### config.mk
export PLATFORM = sky130hd
export DESIGN_NAME = audio_tone_synth
export DESIGN_NICKNAME = d
export VERILOG_FILES = /design/src/rtl/audio_tone_synth.sv
export SDC_FILE = /design/constraint.sdc
export NUM_CORES = 1
export LEC_CHECK = 0
export BUFFER_PORTS_ARGS = -buffer_cell sky130_fd_sc_hd__buf_2
export CORE_MARGIN = 2
export CORE_UTILIZATION = 35
export DETAILED_ROUTE_END_ITERATION = 8
export PLACE_DENSITY_LB_ADDON = 0.08
export SLEW_MARGIN = 20
export SYNTH_ARGS = -nofsm -noshare
export SYNTH_HDL_FRONTEND = slang
export SYNTH_SLANG_ARGS = --single-unit
### constraint.sdc
create_clock -name CLOCK31_5 -period 2.39 [get_ports CLOCK31_5]
set_input_delay 0.239 -clock CLOCK31_5 [delete_from_list [all_inputs] [get_ports CLOCK31_5]]
set_output_delay 0.239 -clock CLOCK31_5 [all_outputs]
set_load 0.1 [all_outputs]
### src/rtl/audio_tone_synth.sv
// rtl/audio_tone_synth.sv - mono square-wave tone generator paced by the codec DAC LR clock
// Optional envelope decay build: define SFX_DECAY_EN (adds DECAY_SHIFT parameter).
module audio_tone_synth #(
  parameter int PHASE_W = 16,
  parameter int DUR_W   = 16
`ifdef SFX_DECAY_EN
  ,
  parameter int DECAY_SHIFT = 4
`endif
) (
  input  logic               CLOCK31_5,
  input  logic               reset,
  input  logic               AUD_DACLRCK,
  input  logic               play_req,
  input  logic [PHASE_W-1:0] play_freq,
  input  logic [14:0]        play_amp,
  input  logic [DUR_W-1:0]   play_dur,
  output logic               play_ack,
  output logic               busy,
  output logic               done,
  output logic [15:0]        dacdata_left,
  output logic [15:0]        dacdata_right
);

  typedef enum logic {IDLE, PLAY} state_t;

  state_t             state;
  logic               lrck_s1, lrck_s2, lrck_s3;
  logic               sample_tick;
  logic [PHASE_W-1:0] phase;
  logic [PHASE_W-1:0] freq;
  logic [PHASE_W-1:0] phase_new;
  logic [DUR_W-1:0]   remaining;
  logic               zero_pend;
  logic               advance;
  logic [14:0]        level;

  function automatic logic [15:0] to_pcm(input logic neg, input logic [14:0] mag);
    logic [15:0] m;
    m = {1'b0, mag};
    return neg ? (~m + 16'd1) : m;
  endfunction

  // LRCK is asynchronous: two flops to resynchronise, third for the edge detect.
  always_ff @(posedge CLOCK31_5) begin
    if (reset) begin
      lrck_s1     <= 1'b0;
      lrck_s2     <= 1'b0;
      lrck_s3     <= 1'b0;
      sample_tick <= 1'b0;
    end else begin
      lrck_s1     <= AUD_DACLRCK;
      lrck_s2     <= lrck_s1;
      lrck_s3     <= lrck_s2;
      sample_tick <= lrck_s2 & ~lrck_s3;
    end
  end

  assign phase_new     = phase + freq;
  assign dacdata_right = dacdata_left;
  assign advance       = (state == PLAY) && sample_tick && !play_req && (remaining != '0);

`ifdef SFX_DECAY_EN
  localparam int DIV_W = (DECAY_SHIFT > 0) ? DECAY_SHIFT : 1;
  localparam logic [DIV_W-1:0] DIV_MAX = DIV_W'((1 << DECAY_SHIFT) - 1);

  logic [14:0]      env;
  logic [DIV_W-1:0] div_cnt;

  // The sample on a tick uses env before that tick's decrement.
  always_ff @(posedge CLOCK31_5) begin
    if (reset) begin
      env     <= '0;
      div_cnt <= '0;
    end else if (play_req) begin
      env     <= play_amp;
      div_cnt <= '0;
    end else if (advance) begin
      if (div_cnt == DIV_MAX) begin
        div_cnt <= '0;
        if (env != '0) env <= env - 15'd1;
      end else begin
        div_cnt <= div_cnt + DIV_W'(1);
      end
    end
  end

  assign level = env;
`else
  logic [14:0] amp;

  always_ff @(posedge CLOCK31_5) begin
    if (reset) begin
      amp <= '0;
    end else if (play_req) begin
      amp <= play_amp;
    end
  end

  assign level = amp;
`endif

  always_ff @(posedge CLOCK31_5) begin
    if (reset) begin
      state        <= IDLE;
      phase        <= '0;
      freq         <= '0;
      remaining    <= '0;
      dacdata_left <= '0;
      busy         <= 1'b0;
      play_ack     <= 1'b0;
      done         <= 1'b0;
      zero_pend    <= 1'b0;
    end else begin
      play_ack  <= play_req;
      done      <= zero_pend;
      zero_pend <= 1'b0;
      if (play_req) begin
        freq      <= play_freq;
        phase     <= '0;
        remaining <= play_dur;
        if (play_dur == '0) begin
          zero_pend    <= 1'b1;
          state        <= IDLE;
          busy         <= 1'b0;
          dacdata_left <= '0;
        end else begin
          state <= PLAY;
          busy  <= 1'b1;
          // A retrigger landing on a tick consumes it at phase 0, i.e. +amp.
          if (state == PLAY && sample_tick) dacdata_left <= to_pcm(1'b0, play_amp);
        end
      end else if (state == PLAY && sample_tick) begin
        if (remaining == '0) begin
          dacdata_left <= '0;
          state        <= IDLE;
          busy         <= 1'b0;
          done         <= 1'b1;
        end else begin
          phase        <= phase_new;
          remaining    <= remaining - DUR_W'(1);
          dacdata_left <= to_pcm(phase_new[PHASE_W-1], level);
        end
      end
    end
  end

endmodule

* Word level (Yosys, flattened, before mapping)
Cells that the tools add are included.
Word-level totals: register bits after elaboration 87, bits of input ports 51, output and inout port bits 35, logic and storage cells 51
Cells by class: add/subtract/negate cells 3, eq/ne operators 1, multiplexer cells 17, bitwise logic cells 5, reduce and logical (&&, ||, !) cells 12
Operators with widths (number):
- $mux 16 | 9
- $logic_not 16->1 | 2
- $add 16x1->16 const B | 1
- $add 16x16->16 | 1
- $not 15->16 | 1
- $sub 16x1->16 const B | 1
- $mux 1 | 8
- $reduce_and 2->1 | 4
- $reduce_bool 2->1 | 3
- $reduce_or 2->1 | 2
- $not 1->1 | 3
- $ne 2x2->1 const B | 1
- $and 1x1->1 | 1
- $logic_and 1x1->1 | 1

* Logic depth before layout (Yosys ltp)
Gate-level depths: netlist (run 1).
depth after elaboration 6, gate-level depth with buffers 11, gate-level depth less buffers 9

* Worst setup path after synthesis (run 1)
No wires, ideal clock.
kind flip-flop to flip-flop, from register phase[0], to register phase[10], library setup time 0.128 ns, arrival 2.153 ns, required time 2.262 ns, slack 0.110 ns, cell stages (with the launch flop) 10, path buffers 0, clock period less this slack 2.280 ns, cell sequence dfxtp_1 ha_1 fa_1 a21o_1 a21oi_1 nor2_1 o41ai_1 o21ai_0 a32oi_1 nor2_1
On the way: cells in the longest elaborated chain, start to end 1
RTL lines:
- from (decl) | RTL line 30 | logic [PHASE_W-1:0] phase;
- from (signal assigned) | RTL line 140 | phase <= phase_new;
- $add 16x16->16 | RTL line 59 | assign phase_new = phase + freq;
Every way passes these cells. A chain may end at the register's enable or synchronous reset.

* Final worst setup path (run 1)
from register freq[11], to register dacdata_left[2]
On the way: cells in the longest elaborated chain, start to end 5
RTL lines:
- from (decl) | RTL line 31 | logic [PHASE_W-1:0] freq;
- from (signal assigned) | RTL line 119 | freq <= play_freq;
- $add 16x16->16 | RTL line 59
- $mux 16 | RTL line 41 | return neg ? (~m + 16'd1) : m;
- $mux 16 | RTL line 134 | if (remaining == '0) begin
- $mux 16 | RTL line 133 | end else if (state == PLAY && sample_tick) begin
- $mux 16 | RTL line 118 | if (play_req) begin
- to (signal assigned) | RTL line 131 | if (state == PLAY && sample_tick) dacdata_left <= to_pcm(1'b0, play_amp);
- to (signal assigned) | RTL line 142 | dacdata_left <= to_pcm(phase_new[PHASE_W-1], level);
- to (decl) | RTL line 21 | output logic [15:0] dacdata_left,
Every way passes these cells. The select of a mux whose other input is x is not followed.

==> results of run 1 <==
==> sequential cells by signal, summed over array words and instances (netlist names), 15 cells and up <==
name and cells:
remaining 16, amp 15, freq 16, dacdata_left 16
phase 16
==> synthesized netlist by cell type, types with 9 or more instances <==
cell type | instances | area share
a21oi_1 | 47 | 0.049
o21ai_0 | 29 | 0.030
mux2i_1 | 35 | 0.073
nor2_1 | 67 | 0.053
nand2_1 | 56 | 0.044
ha_1 | 17 | 0.044
nor4_1 | 14 | 0.018
xnor2_1 | 19 | 0.035
clkbuf_1 | 17 | 0.013
a31oi_1 | 9 | 0.012
nand3_1 | 9 | 0.0094
dfxtp_1 | 87 | 0.36
xor2_1 | 9 | 0.016
nor3_1 | 12 | 0.013
buf_4 | 16 | 0.025
inv_1 | 9 | 0.0071
==> area by class of cell <==
cell class | instances | area (µm²) | share of cell area
inverter | 9 | 33.8 | 0.00581
sequential | 87 | 1740 | 0.300
timing repair buffer | 113 | 673 | 0.116
multi-input combinational | 426 | 2880 | 0.495
clock buffer | 9 | 225 | 0.0388
tap | 176 | 220 | 0.0379
clock inverter | 7 | 40.0 | 0.00689
==> critical path: stages (launching register included) <==
cell	delay, ns
dfxtp_1	0.32
ha_1	0.34
and2_1	0.19
nor2b_4	0.22
nand4_4	0.14
buf_4	0.17
a21oi_2	0.17
buf_12	0.18
nor3_4	0.05
xnor2_1	0.12
o32ai_1	0.25
==> per-layer routing <==
layer | GRT usage | vias to the layer above
li1 | - | 2187
met1 | 0.258 | 2024
met2 | 0.285 | 98
met3 | 0.0287 | 16
met4 | 0.0698 | 0
met5 | 0 | -
==> per-stage QoR <==
stage                     hold WS (ns)  instance area, µm²
after global routing             0.126                5810
after detailed placement         0.381                5410
after CTS                        0.109                5690
final                            0.119                5810
after floorplan                  0.318                4780
after global placement           0.373                5410
==> final timing paths <==
check | end | from | slack [ns] | depth (start not counted)
setup / recovery | dacdata_left[2] | freq[11] | 0.13 | 10
hold / removal | lrck_s1 | AUD_DACLRCK | 0.12 | 2
setup reg to reg | dacdata_left[2] | freq[11] | 0.13 | 10
hold reg to reg | sample_tick | lrck_s3 | 0.38 | 1
==> cell families (layout without fill, tap and decap cells) <==
| kind of cell | Yosys count | after routing | synth area share |
|---|---|---|---|
| AND/OR/NAND/NOR | 205 | 205 | 0.214 |
| AO/OA/AOI/OAI | 140 | 140 | 0.190 |
| flip-flops | 87 | 87 | 0.364 |
| buffers and inverters | 54 | 138 | 0.0591 |
| multiplexers | 35 | 35 | 0.0732 |
| XOR/XNOR | 28 | 28 | 0.0513 |
| adder cells (fa/ha/maj) | 18 | 18 | 0.0487 |
==> what timing repair did <==
action                                  in CTS  in global routing
pin swaps                                    0                  4
endpoints found under the setup margin       2                 18
setup buffers                                0                  3
gates resized for setup                      2                 16
==> power by group <==
part / internal [mW] / total, mW / switching (mW) / leakage [nW]
sequential: 1.51 / 1.56 / 0.0553 / 0.712
combinational: 0.204 / 0.529 / 0.325 / 1.65
clock: 0.695 / 1.30 / 0.604 / 0.131
total: 2.41 / 3.39 / 0.984 / 2.49
==> impl_metrics.ini, run 1 <==
[finish]
drive_gt1_frac = 0.249
area_growth_pct = 21.5
most-common-layout-cells = 87 x dfxtp_1, 85 x buf_2, 65 x nor2_1
final_nets = 715
layout_commonest_cell = dfxtp_1
num_antenna_cells = 0
num-fill-cells = 1381
final_cells = 827
final_util = 0.437

[setup_path]
crit_type = register to register
crit_fanout = 18
endpoint_kind = register
cp-start-kind = register
cp.arrival_ns = 2.51
critPathRequiredTime_ns = 2.64

[synth]
ys_seq_area_frac = 0.364
synthesis.nets = 636
synth_cells = 567
synthDistinctLibCells = 60
yosysWarnings = 0
synthArstFlopShare = 0
avgSynthCellArea_um2 = 8.44
synth_ff_type = dfxtp_1
synth_enable_flop_cells = 0
synth_seq_cells = 87
syn_area_mm2 = 0.00478

[hold_path]
min_path_type = input port to register

[global_routing]
grt-ovfl-total = 0
antenna_found_initial = 0
gr-usage-all-layers = 0.184
grt_pass1_wl_mm = 21.3
grt_pass1_vias = 4185
grt_max_degree = 58

[clocking]
cts_root_buf = clkbuf_16
clockBufferDepth = 2
clock_latency_ns = 0.35
ctsHoldBuffers = 0
cts_tree = yes
cts.sinks = 87
path_clk_slew_ns = 0.06
htree_levels = 3
cts_buffers = 9

[sta]
min_period_ns = 2.26
finClkSkew_ns = 0.00871
slew_headroom = 0.311
fmax_mhz = 443
setup-violations-final = 0
tightest_slew_ns = 1.03
final.period_utilization = 0.945
rsz0062_at_grt = yes
timing.setup.tns_ns = 0
setup_ws_ns = 0.131
drv_slew = 0
hold_viol_final = 0

[placement]
dpl.hpwl_mm = 9.09
dp.cells = 808
portBuffers = 85
gp_congestion = 0.860
pre_cts_slack_ns = -0.0135

[detailed_routing]
viasPerCell = 5.23
drt_first_pass_iters = 4
vias = 4325
wl_met1_mm = 6.30
ant_nets = 0
route.met3.wl_um = 543
post_drt_wl_per_cell_um = 15.6
wl_met2_mm = 5.89
dr.max_layer_used = met4
routed_wl_mm = 12.9
drcViolationCount = 0
drtIter0Drc = 232

[floorplan]
core_area_mm2 = 0.0133
ios = 86
rows = 42
start_util = 0.360
die_w_um = 121
die_h_um = 121
dieArea_mm2 = 0.0146

[power_and_ir_drop]
power_mw = 3.39
p_leak_nw = 2.49
vdd_drop_max_uv = 259
cellPowerDensity_mw_per_mm2 = 583

[flow_run]
maxCapViolations = 0

[run_status]
outcome = finished, final reports clean
No activity file was read; power rests on OpenSTA's default activity.
==> run 2, diff against run 1 <==
--- a/config.mk
+++ b/config.mk
@@ -10,3 +10,5 @@
 export CORE_UTILIZATION = 35
+export CTS_BUF_LIST = sky130_fd_sc_hd__clkbuf_2 sky130_fd_sc_hd__clkbuf_4 sky130_fd_sc_hd__clkbuf_8
 export DETAILED_ROUTE_END_ITERATION = 8
+export GPL_TIMING_DRIVEN = 1
 export PLACE_DENSITY_LB_ADDON = 0.08
==> constraint.sdc (replaced) <==
create_clock -name CLOCK31_5 -period 2.39 [get_ports CLOCK31_5]
set_input_delay 0.478 -clock CLOCK31_5 [delete_from_list [all_inputs] [get_ports CLOCK31_5]]
set_output_delay 0.478 -clock CLOCK31_5 [all_outputs]
set_load 0.1 [all_outputs]
==> run 2 against run 1 <==
Compared with the run above:
- clock power fell by 26%
- first-iteration DRC count down 19%
- die area stayed put
- sequential share of layout area is 0.43 points higher
- combinational power grew 0.8%
- cell area down 1.3%
- via count is 0.32% lower
- non-clock buffer count grew 2
- core utilization down 0.56 points
- final cell count increased by 0.24%
- fmax decreased by 0.62%
- largest cell class unchanged
==> impl_metrics.ini, run 2 (synthesized netlist as in run 1, its figures left out) <==
[run_status]
outcome = finished, final reports clean

[clocking]
clockBufferDepth = 2
htree_levels = 3
cts.sinks = 87
cts_root_buf = clkbuf_8
clock_latency_ns = 0.38
cts_tree = yes
cts_buffers = 9
path_clk_slew_ns = 0.08

[floorplan]
die_w_um = 121
dieArea_mm2 = 0.0146
ios = 86
core_area_mm2 = 0.0133
rows = 42
start_util = 0.360
die_h_um = 121

[sta]
slew_headroom = 0.597
tightest_slew_ns = 0.602
hold_ws_ns = 0.308
finClkSkew_ns = 0.00620
fmax_mhz = 440
drv_slew = 0
min_period_ns = 2.27
setup-violations-final = 0
final.period_utilization = 0.951
hold_viol_final = 0

[detailed_routing]
drtIter0Drc = 187
drt_first_pass_iters = 6
routed_wl_mm = 12.6
ant_nets = 0
post_drt_wl_per_cell_um = 15.2
viasPerCell = 5.20
drcViolationCount = 0
vias = 4311

[global_routing]
grt.busiest_layer = met2
antenna_found_initial = 0
grt-ovfl-total = 0
grt_max_degree = 58
grt_pass1_vias = 4085
gr-usage-all-layers = 0.178
use_met1 = 0.240
grtUsageMet2 = 0.278
grt_pass1_wl_mm = 20.5
met3_usage = 0.0320

[power_and_ir_drop]
cellPowerDensity_mw_per_mm2 = 533
vdd_drop_max_uv = 230
power_mw = 3.06
p_leak_nw = 2.47

[placement]
gp_congestion = 0.852
dpl.hpwl_mm = 9.09
placed_area_mm2 = 0.00545
portBuffers = 85

[setup_path]
reg2regPathDepth = 9
rr_endpoint = dacdata_left[7]
cp.arrival_ns = 2.53
max_stage_delay_ns = 0.39
worst_r2r_startpoint = freq[6]
startpoint = freq[6]
critPathRequiredTime_ns = 2.65
crit_fanout = 18
r2r_slack_ns = 0.12
endpoint_kind = register
crit_top_cell = a21o_1
crit_type = register to register
path_cells = ha_2, a21o_1, a21o_1, nand4_2, and3_1, buf_12, o31a_1, o21ai_0, a21oi_1
cp_slowest_cell = ha_2
cp-start-kind = register

[finish]
num-fill-cells = 1352
num_antenna_cells = 0
drive_gt1_frac = 0.256
most-common-layout-cells = 85 x dfxtp_1, 85 x buf_2, 64 x nor2_1
final_nets = 717
register_area_mm2 = 0.00174
multi_input_area_mm2 = 0.00286
area_growth_pct = 20.0
fin_area_mm2 = 0.00574

[hold_path]
min_path_type = input port to register
hold_end = lrck_s1
min_path_cells = 2
hold_start = AUD_DACLRCK

[flow_run]
maxCapViolations = 0
## run 2: worst max-delay path: cells and delay by family (launching register included)
kind                       cells  cell delay [ns]
DFF                            1             0.32
buffers and inverters          1             0.16
adders and majority gates      1             0.39
AOI/OAI and AO/OA              5             0.86
and+or+nand+nor                2             0.41
## run 2: repair_timing
action                                  in CTS  in global routing
gates resized for setup                      0                 20
buffers inserted                             0                  1
hold buffers                                 0                  0
endpoints found under the setup margin       0                 16
## run 2: per-layer routing
layer / part of all wire / up-vias
met4: 0.021 / 0
met2: 0.45 / 103
met5: 0 / -
met1: 0.49 / 1992
li1: - / 2201
met3: 0.044 / 15
## run 2: through the flow
| stage | setup WS [ns] | std cells | utilization | setup TNS (ns) |
|---|---|---|---|---|
| final | 0.117 | 829 | 0.432 | 0 |
| after global routing | -0.0145 | 829 | 0.432 | -0.0387 |
| after CTS | 0.00267 | 828 | 0.423 | 0 |
| after floorplan | 0.110 | 567 | - | 0 |
| after detailed placement | 0.0309 | 812 | 0.410 | 0 |
| after global placement | 0.0549 | 812 | 0.410 | 0 |
## run 2: worst max path at each step
stage / slack (ns) / end / depth (start not counted)
after floorplan: 0.11 / phase[10] / 9
after global placement: 0.05 / phase[8] / 10
after detailed placement: 0.03 / dacdata_left[13] / 8
after CTS: 0.003 / dacdata_left[13] / 8
after global routing: -0.01 / dacdata_left[5] / 9
final: 0.12 / dacdata_left[7] / 9
## run 2: power by group
| part | switching [mW] | leakage (nW) | internal, mW |
|---|---|---|---|
| sequential | 0.0553 | 0.713 | 1.50 |
| combinational | 0.324 | 1.65 | 0.208 |
| clock | 0.524 | 0.0993 | 0.439 |
| total | 0.903 | 2.47 | 2.15 |
## run 2: final cells by class
type                       instances  area share
clock inverter                     4     0.00349
inverter                           9     0.00589
tap                              176      0.0384
sequential                        87       0.304
clock buffer                      12      0.0277
multi-input combinational        426       0.498
timing repair buffer             115       0.122
